$ cat src/rtl/piso_dot_product_ctrl.sv
// Sequencer for an N-word PISO stage: loads it, shifts it out word by word,
// and accumulates the dot product of the words with captured coefficients.
module piso_dot_product_ctrl #(
    parameter int DW = 16,
    parameter int CW = 16,
    parameter int N  = 8,
    parameter int AW = DW + CW + 3
) (
    input  logic          clk,
    input  logic          rst,
    input  logic          start,
    input  logic [CW-1:0] c0,
    input  logic [CW-1:0] c1,
    input  logic [CW-1:0] c2,
    input  logic [CW-1:0] c3,
    input  logic [CW-1:0] c4,
    input  logic [CW-1:0] c5,
    input  logic [CW-1:0] c6,
    input  logic [CW-1:0] c7,
    input  logic [DW-1:0] piso_out,
    output logic          piso_sel,
    output logic          piso_en,
    output logic          busy,
    output logic [AW-1:0] result,
    output logic          result_valid
);

    localparam int IW = (N > 1) ? $clog2(N) : 1;

    localparam logic [1:0] IDLE = 2'd0;
    localparam logic [1:0] LOAD = 2'd1;
    localparam logic [1:0] ACC  = 2'd2;
    localparam logic [1:0] DONE = 2'd3;

    logic [1:0]       state;
    logic [IW-1:0]    idx;
    logic [AW-1:0]    acc;
    logic [AW-1:0]    acc_next;
    logic [DW+CW-1:0] prod;
    logic [CW-1:0]    creg [N];
    logic [CW-1:0]    cin  [N];
    logic             last;
    logic             take;

    assign cin[0] = c0;
    assign cin[1] = c1;
    assign cin[2] = c2;
    assign cin[3] = c3;
    assign cin[4] = c4;
    assign cin[5] = c5;
    assign cin[6] = c6;
    assign cin[7] = c7;

    assign last     = (idx == IW'(N - 1));
    assign take     = start && (state == IDLE || state == DONE);
    assign prod     = {{CW{1'b0}}, piso_out} * {{DW{1'b0}}, creg[idx]};
    assign acc_next = acc + AW'(prod);

    // Control outputs depend only on registered state, never on start.
    assign piso_sel     = (state == LOAD);
    assign piso_en      = (state == ACC) && !last;
    assign busy         = (state == LOAD) || (state == ACC);
    assign result_valid = (state == DONE);

    always_ff @(posedge clk or posedge rst) begin
        if (rst) begin
            state  <= IDLE;
            idx    <= '0;
            acc    <= '0;
            result <= '0;
            for (int i = 0; i < N; i++) creg[i] <= '0;
        end else begin
            case (state)
                IDLE, DONE: begin
                    if (take) begin
                        state <= LOAD;
                        for (int i = 0; i < N; i++) creg[i] <= cin[i];
                    end else begin
                        state <= IDLE;
                    end
                end
                LOAD: begin
                    acc   <= '0;
                    idx   <= '0;
                    state <= ACC;
                end
                ACC: begin
                    acc <= acc_next;
                    idx <= idx + 1'b1;
                    if (last) begin
                        result <= acc_next;
                        state  <= DONE;
                    end
                end
                default: state <= IDLE;
            endcase
        end
    end

endmodule

$ cat config.mk
export PLATFORM = sky130hd
export DESIGN_NAME = piso_dot_product_ctrl
export DESIGN_NICKNAME = d
export VERILOG_FILES = /design/src/rtl/piso_dot_product_ctrl.sv
export SDC_FILE = /design/constraint.sdc
export NUM_CORES = 1
export LEC_CHECK = 0
export CORE_ASPECT_RATIO = 1.25
export CORE_MARGIN = 2
export CORE_UTILIZATION = 45
export CTS_CLUSTER_DIAMETER = 120
export CTS_CLUSTER_SIZE = 25
export DETAILED_ROUTE_END_ITERATION = 8
export GPL_TIMING_DRIVEN = 0
export PLACE_DENSITY = 0.63
export SKIP_CTS_REPAIR_TIMING = 1
export SLEW_MARGIN = 10
export SYNTH_ARGS = -nofsm -noshare
export SYNTH_HDL_FRONTEND = slang
export SYNTH_SLANG_ARGS = --single-unit
export TNS_END_PERCENT = 30
$ cat constraint.sdc
create_clock -name clk -period 10.7 [get_ports clk]
set_clock_uncertainty 0.2 [all_clocks]
set_input_delay 1.605 -clock clk [delete_from_list [all_inputs] [get_ports clk]]
set_output_delay 1.605 -clock clk [all_outputs]
set_load 0.01 [all_outputs]
==> results summary, run 1 <==
The final worst setup slack came out at about 1.0 ns. The area share of the largest cell type after synthesis is ~28%. In this run the worst hold path is classified as register to register.

For this run, the number of Yosys warnings is 0. The kind of capture point of the worst setup path is a register. The share of flip-flops with an asynchronous set or reset after synthesis is 100%. The violation count after the first detailed-route iteration came out at 713. The routed wire length on met2 is 25100 µm. The vertical die dimension came out at roughly 230 µm. The startpoint of the lowest-slack hold path is result[30]. The placed wire-length estimate after detailed placement came out at a little over 40000 µm.

The upper clock frequency limit is a little over 100 MHz. For the pin with the worst max-slew slack, the measured transition is 0.941 ns. The number of fill cells came out at between 3000 and 4000.

The deepest clock path buffer count came out at 3. The final critical delay including setup and external delays is a little under 10 ns. For this run, the register share of the synthesized area comes to between 20% and 30%. The count of buffers from port buffering came out at around 190.

The synthesized instance count is 1682. The worst endpoint required time is 10.88 ns. The post-synthesis cell type count is between 50 and 60. The initialized floorplan defines a little over 80 standard-cell rows.

The number of buffers added by the clock tree synthesis step came out at 12. The worst setup path is launched from a register. The arrival time of data at the critical path endpoint is between 9 and 10 ns. The last weighted congestion value of the routability-driven placer came out at roughly 0.9. The starting utilization of the core area is 45.4%. The pre-antenna-repair detailed-routing pass consisted of 5 iterations. The number of synthesized flops with an enable pin is 0. The tightest hold path in the finished design has a slack of around 0.30 ns. The number of nets still failing antenna checks after routing is 0. The number of global-route vias before repair is around 14000. Wire segments on met3 add up to 3280 µm in the final route.

The die span in x is 183 µm. The routed length per placed instance is 20.8 µm. The minimum setup slack after placement came out at between 0.9 and 1 ns.

The share of post-route cells with drive strength above 1 came out at 12.3%. The initial antenna violation count came out at 1. The worst pin sits at a relative slew slack of a little over a third.

In this run the number of H-tree levels came out at 1. Setup repair after global routing left no endpoint under its margin. TritonCTS built the clock tree. Global routing used around a quarter of the available tracks. The final max-slew violation count is 0. The slowest stage of the critical path is the sky130_fd_sc_hd__fa_1 cell. By area the synthesized netlist is led by sky130_fd_sc_hd__dfrtp_1 28%, sky130_fd_sc_hd__fa_1 25%, sky130_fd_sc_hd__mux2_2 11%. The total negative slack for setup checks is 0 ns. The die area came out at ~42000 µm².

For hold timing, the worst endpoint is result[30]. The worst setup slack for register-to-register paths came out at about 1.0 ns. Global routing finished with a remaining overflow of 0. The root buffer cell is sky130_fd_sc_hd__clkbuf_16. The total via count in the routed design came out at 12600. The mean post-synth cell area came out at roughly 11 µm².

Across the run, the number of max-cap violations was 0. The most used flip-flop cell after synthesis is sky130_fd_sc_hd__dfrtp_1. Setup violations remaining at the end of the flow were counted as 0. In the final design database the tool counted ~2400 nets. The worst register-to-register path has a depth of 29.

The final hold violation count is 0. The stage delay of the slowest cell on the critical path is roughly 0.56 ns. The placeable core area came out at between 30000 and 40000 µm². The uppermost metal layer occupied by signal nets is met4.

The endpoint identified for the worst register-to-register timing path is acc[34]. The first-pass GRT wire length is ~79000 µm. In this run the worst path has a maximum fanout of 10. The utilization after layout came out at a little over half. The final wirelength came out at slightly below 50000 µm. The largest total area in the synthesized netlist belongs to sky130_fd_sc_hd__dfrtp_1.

The largest net degree at the start of global routing came out at around 110. The insertion delay of the later-clocked pin in the worst-skew pair is roughly 0.48 ns. The residual DRC count came out at 0. The cell area after synthesis is between 15000 and 20000 µm². The via-per-instance ratio is around 5.3. The clock sink total came out at between 200 and 250. The hold path depth came out at 2. The critical path in this run is classified as register to register.

The area growth from synthesis to layout came out at 16.0%. The run finished with clean final reports. The worst register-to-register path begins at idx[0]. The post-synth net total came out at around 2200. The number of antenna diodes in the final layout is 0. The clock edge transition at the registers on the reported setup and hold paths came out at 0.11 ns. The I/O pin count came out at 186. The synthesis-stage register bit count is slightly above 200. The post-route clock period utilization came out at 90.2%. The detailed router put a total of ~19000 µm of wire on met1. By instance count, the cell type seen most on the critical path is sky130_fd_sc_hd__fa_1.
-- stage by stage --
stage | cell area (µm²) | cells
floorplan | 18100 | 1682
global placement | 20600 | 2371
detailed placement | 20700 | 2373
CTS | 21000 | 2387
global route | 21000 | 2387
finish | 21000 | 2387
-- state kept, by name, indices dropped and copies added, names as in the netlist --
name and flops:
acc 35, creg 128, idx 3, result 35, state 2
-- worst max-delay path by stage --
stage / slack (ns) / to / start / depth (start not counted)
5_1_grt: 0.58 / acc[34] / idx[0] / 27
6_report: 1.05 / acc[34] / idx[0] / 29
3_3_place_gp: 0.70 / result[26] / rst / 2
2_1_floorplan: 3.07 / acc[31] / idx[0] / 26
3_5_place_dp: 0.97 / acc[34] / idx[0] / 27
4_1_cts: 0.89 / acc[34] / idx[0] / 27
-- kinds of logic (layout without fill, tap and decap cells) --
group	after synthesis	after routing	share of synthesized area [%]
buf+inv	415	616	8.67
simple gates	347	347	9.24
fa+ha+maj	340	340	32.8
mux	206	206	14.8
flops	203	203	28.0
compound gates	140	140	4.92
xor+xnor	31	31	1.50
-- synth_stat cells (2+ instances only) --
cell type / number
sky130_fd_sc_hd__o211ai_1: 4
sky130_fd_sc_hd__buf_2: 4
sky130_fd_sc_hd__a21boi_0: 2
sky130_fd_sc_hd__buf_1: 4
sky130_fd_sc_hd__o21bai_1: 2
sky130_fd_sc_hd__nand2_1: 184
sky130_fd_sc_hd__inv_1: 337
sky130_fd_sc_hd__nor2b_1: 40
sky130_fd_sc_hd__a21o_1: 13
sky130_fd_sc_hd__nand2b_1: 10
sky130_fd_sc_hd__fa_1: 226
sky130_fd_sc_hd__nor2_1: 12
sky130_fd_sc_hd__a22o_1: 14
sky130_fd_sc_hd__dfrtp_1: 203
sky130_fd_sc_hd__a211o_1: 4
sky130_fd_sc_hd__o21a_1: 2
sky130_fd_sc_hd__o22ai_1: 2
sky130_fd_sc_hd__clkbuf_1: 68
sky130_fd_sc_hd__a31oi_1: 7
sky130_fd_sc_hd__o21ai_0: 41
sky130_fd_sc_hd__o21ai_1: 2
sky130_fd_sc_hd__xnor2_1: 19
sky130_fd_sc_hd__nand3_1: 8
sky130_fd_sc_hd__mux2i_1: 3
sky130_fd_sc_hd__and2_1: 78
sky130_fd_sc_hd__mux2_2: 171
sky130_fd_sc_hd__o31ai_1: 2
sky130_fd_sc_hd__xor2_1: 12
sky130_fd_sc_hd__ha_1: 114
sky130_fd_sc_hd__mux4_2: 32
sky130_fd_sc_hd__nand4_1: 6
sky130_fd_sc_hd__a21oi_1: 32
sky130_fd_sc_hd__a211oi_1: 4
sky130_fd_sc_hd__and3_1: 3
-- cells in the final DEF (no fill, tap or decap), types with 6 or more instances in the layout --
cell type	n
sky130_fd_sc_hd__clkdlybuf4s50_1	185
sky130_fd_sc_hd__xor2_1	12
sky130_fd_sc_hd__dfrtp_1	203
sky130_fd_sc_hd__mux2_2	171
sky130_fd_sc_hd__nand3_1	8
sky130_fd_sc_hd__clkbuf_16	13
sky130_fd_sc_hd__nand2b_1	10
sky130_fd_sc_hd__o21ai_0	41
sky130_fd_sc_hd__inv_1	336
sky130_fd_sc_hd__a31oi_1	7
sky130_fd_sc_hd__xnor2_1	19
sky130_fd_sc_hd__a22o_1	14
sky130_fd_sc_hd__a21o_1	13
sky130_fd_sc_hd__mux4_2	32
sky130_fd_sc_hd__and2_1	78
sky130_fd_sc_hd__ha_1	114
sky130_fd_sc_hd__nor2_1	12
sky130_fd_sc_hd__fa_1	226
sky130_fd_sc_hd__clkbuf_1	68
sky130_fd_sc_hd__a21oi_1	32
sky130_fd_sc_hd__nand4_1	6
sky130_fd_sc_hd__nand2_1	184
sky130_fd_sc_hd__nor2b_1	40
-- critical path, delay by kind of cell, from the launching register on --
family | cells | cell delay (ns)
AND/OR/NAND/NOR | 1 | 0.16
flip-flops | 1 | 0.37
AO/OA/AOI/OAI | 8 | 2.22
multiplexers | 2 | 0.76
adder cells (fa/ha/maj) | 7 | 3.34
buffers and inverters | 10 | 2.36
XOR/XNOR | 1 | 0.12
-- metal layers --
layer	GRT usage (%)	up-vias
li1	-	5682
met1	30.1	6458
met2	43.2	412
met3	5.00	95
met4	9.18	0
met5	0	-
-- final cells by class --
cell class / instances / area [µm²] / area share, %
Clock inverter: 1 / 30.0 / 0.143
Inverter: 338 / 1280 / 6.07
Multi-Input combinational cell: 1064 / 11500 / 54.6
Clock buffer: 13 / 325 / 1.55
Buffer: 77 / 302 / 1.44
Timing Repair Buffer: 187 / 1890 / 9.00
Tap cell: 504 / 631 / 3.00
Sequential cell: 203 / 5080 / 24.2
Power of run 1 is not shown: default switching activity piles up to over one toggle a cycle in this logic, so the estimate is an artifact.
==> run 2: changes to the inputs <==
Settings changed: PLACE_DENSITY 0.63 to 0.66.
==> results summary, run 2 (synthesis gave the netlist of run 1 again) <==
The run finished with clean final reports. The number of buffers added by the clock tree synthesis step is 12 (unchanged). The global-route congestion overflow total was 0 (unchanged). In this run the worst hold path is classified as register to register. The final layout net count is 2370 (unchanged). The largest net degree at the start of global routing is 115 (+2.7%).

The peak fanout along the critical path is 10 (unchanged). The CTS H-tree depth is 1 (unchanged). Setup repair after global routing left no endpoint under its margin.

The cell sitting at the root of the clock tree is a sky130_fd_sc_hd__clkbuf_16. The clock edge transition at the registers on the reported setup and hold paths is 0.11 ns (about the same). The met2 usage in global routing is 43.0% (-0.15 points). The insertion delay of the later-clocked pin in the worst-skew pair came out at 0.47 ns (about the same). The number of detailed-routing iterations run before antenna repair is 6 (+1).

The worst setup path is captured at a register. The post-placement cell count was 2373 (unchanged). The residual DRC count was 0 (unchanged). The area growth from synthesis to layout is 16.1% (about the same). The count of buffers from port buffering is 185 (unchanged). The number of fill cells came out at 3507 (-1.4%).

The library cell used most frequently in the layout, excluding fill and tap cells, is sky130_fd_sc_hd__inv_1. The arrival time of data at the critical path endpoint is 9.78 ns (-0.05 ns). The post-route clock period utilization is 89.9% (-0.31 points). The violation count after the first detailed-route iteration came out at 720 (+0.98%). The startpoint identified for the worst register-to-register timing path is idx[0]. The total via count in the routed design came out at 12700 (+0.047%). The worst setup path is launched from a register. The initial antenna violation count came to 0 (-1).

The vertical die dimension came to 228 µm (unchanged). The number of antenna repair diodes is 0 (unchanged). The via-per-instance ratio was 5.30 (about the same). The reported max-cap violation count is 0 (unchanged). The overall fraction of global-route tracks in use came to 24.7% (-0.028 points). The utilization after layout came out at 52.7% (about the same). The layer flagged by global routing as most heavily used is met2. TritonCTS built the clock tree. The number of global-route vias before repair came out at 14200 (+2.2%).

The upper clock frequency limit was 104 MHz (+0.34%). The I/O pin count came out at 186 (unchanged). The routed length per placed instance came out at 20.7 µm (-0.59%).

Tracing the worst setup path back leads to its startpoint at idx[0]. The number of flip-flops in the largest register came out at 128 (unchanged). The worst slew slack as a fraction of its limit came out at 32.9% (-3.2 points).

The share of post-route cells with drive strength above 1 is 12.3% (unchanged). The starting utilization of the core area came out at 45.4% (unchanged). The actual transition at the worst max-transition pin came out at 0.987 ns (+0.0468 ns). The die span in x came to 183 µm (unchanged). The worst reg-to-reg path cell count is 27 (-6.9%). The clock sink total is 203 (unchanged). The category of the critical setup timing path is register to register.

The endpoint identified for the worst register-to-register timing path is acc[34]. The largest registers in the layout are creg: 128 flops, acc: 35 flops, result: 35 flops. The final hold violation count came out at 0 (unchanged).

The number of setup violations in the final report is 0 (unchanged). The register ranked first by flip-flop count is creg. The placed wire-length estimate after detailed placement is 40700 µm (+0.24%).

The worst endpoint required time is 10.86 ns (-0.02 ns). The floorplan row count came out at 82 (unchanged). The met1 layer usage reported by global route was 29.8% (-0.31 points). The placeable core area is 39900 µm² (unchanged). Leaving out fill and tap cells, the most frequent cells in the layout are 336 x sky130_fd_sc_hd__inv_1, 226 x sky130_fd_sc_hd__fa_1, 203 x sky130_fd_sc_hd__dfrtp_1. The total negative slack for setup checks is 0 ns (unchanged).

The first-pass GRT wire length is 78700 µm (about the same). The final instance count without filler cells was 2387 (unchanged). The routing usage on met3 is 4.43% (-0.57 points). The last weighted congestion value of the routability-driven placer came to 0.909 (+1.1%). The deepest clock path buffer count came out at 3 (unchanged). The final wirelength came out at 49400 µm (-0.59%). The final max-slew violation count came out at 0 (unchanged). The final critical delay including setup and external delays came out at 9.62 ns (-0.0328 ns). The number of nets still failing antenna checks after routing came out at 0 (unchanged). The worst setup slack for register-to-register paths is 1.08 ns (+0.03 ns). The die area was 41900 µm² (unchanged). The worst setup path endpoint is acc[34].
## run 2: cell counts in the layout (fill, tap and decap cells not counted)
Identical to the previous run, type by type.
## run 2: final cells by class
class / instances / area, µm² / share of cell area (%)
plain buffers: 77 / 302 / 1.43
clock buffers: 13 / 325 / 1.55
clock inverters: 1 / 30.0 / 0.143
inverters: 338 / 1280 / 6.07
multi-input cells: 1064 / 11500 / 54.6
flip-flops and latches: 203 / 5080 / 24.2
well taps: 504 / 631 / 3.00
repair buffers: 187 / 1910 / 9.07
## run 2: worst max-delay path: stages, from the launching register on
cell	delay [ns]
sky130_fd_sc_hd__dfrtp_1	0.38
sky130_fd_sc_hd__clkbuf_1	0.45
sky130_fd_sc_hd__buf_2	0.42
sky130_fd_sc_hd__mux4_2	0.41
sky130_fd_sc_hd__mux2i_2	0.80
sky130_fd_sc_hd__clkbuf_1	0.55
sky130_fd_sc_hd__nor2b_1	0.15
sky130_fd_sc_hd__fa_1	0.54
sky130_fd_sc_hd__inv_1	0.05
sky130_fd_sc_hd__fa_1	0.48
sky130_fd_sc_hd__fa_1	0.52
sky130_fd_sc_hd__inv_1	0.05
sky130_fd_sc_hd__fa_1	0.53
sky130_fd_sc_hd__fa_1	0.51
sky130_fd_sc_hd__inv_1	0.05
sky130_fd_sc_hd__fa_1	0.47
sky130_fd_sc_hd__inv_1	0.05
sky130_fd_sc_hd__ha_1	0.26
sky130_fd_sc_hd__clkbuf_1	0.19
sky130_fd_sc_hd__a211oi_1	0.27
sky130_fd_sc_hd__o21bai_1	0.15
sky130_fd_sc_hd__o21ai_0	0.26
sky130_fd_sc_hd__o211ai_1	0.14
sky130_fd_sc_hd__a21oi_1	0.56
sky130_fd_sc_hd__o21ai_1	0.22
sky130_fd_sc_hd__a21oi_1	0.39
sky130_fd_sc_hd__xor2_1	0.11
sky130_fd_sc_hd__o311ai_0	0.34
## run 2: routing by layer
metal | up-vias | part of all wire, %
met3 | 99 | 6.3
li1 | 5680 | -
met4 | 0 | 4.8
met5 | - | 0
met1 | 6462 | 38
met2 | 412 | 51
## run 2: worst min path at each step
stage / end / slack [ns] / start / depth (start not counted)
after floorplan: acc[30] / 0.25 / acc[30] / 2
after global placement: acc[30] / 0.27 / acc[30] / 2
after detailed placement: result[5] / 0.28 / result[5] / 2
after CTS: acc[30] / 0.31 / acc[30] / 2
after global routing: creg[32] / 0.33 / creg[32] / 1
final: creg[32] / 0.30 / creg[32] / 1
## run 2: stage by stage
stage	hold slack [ns]	instance area, µm²	setup slack, ns
after global placement	0.269	20600	0.690
after detailed placement	0.277	20700	1.17
after global routing	0.326	21000	0.596
after floorplan	0.252	18100	3.07
after CTS	0.306	21000	1.09
final	0.303	21000	1.08
Power of run 2 is left out for the same reason.
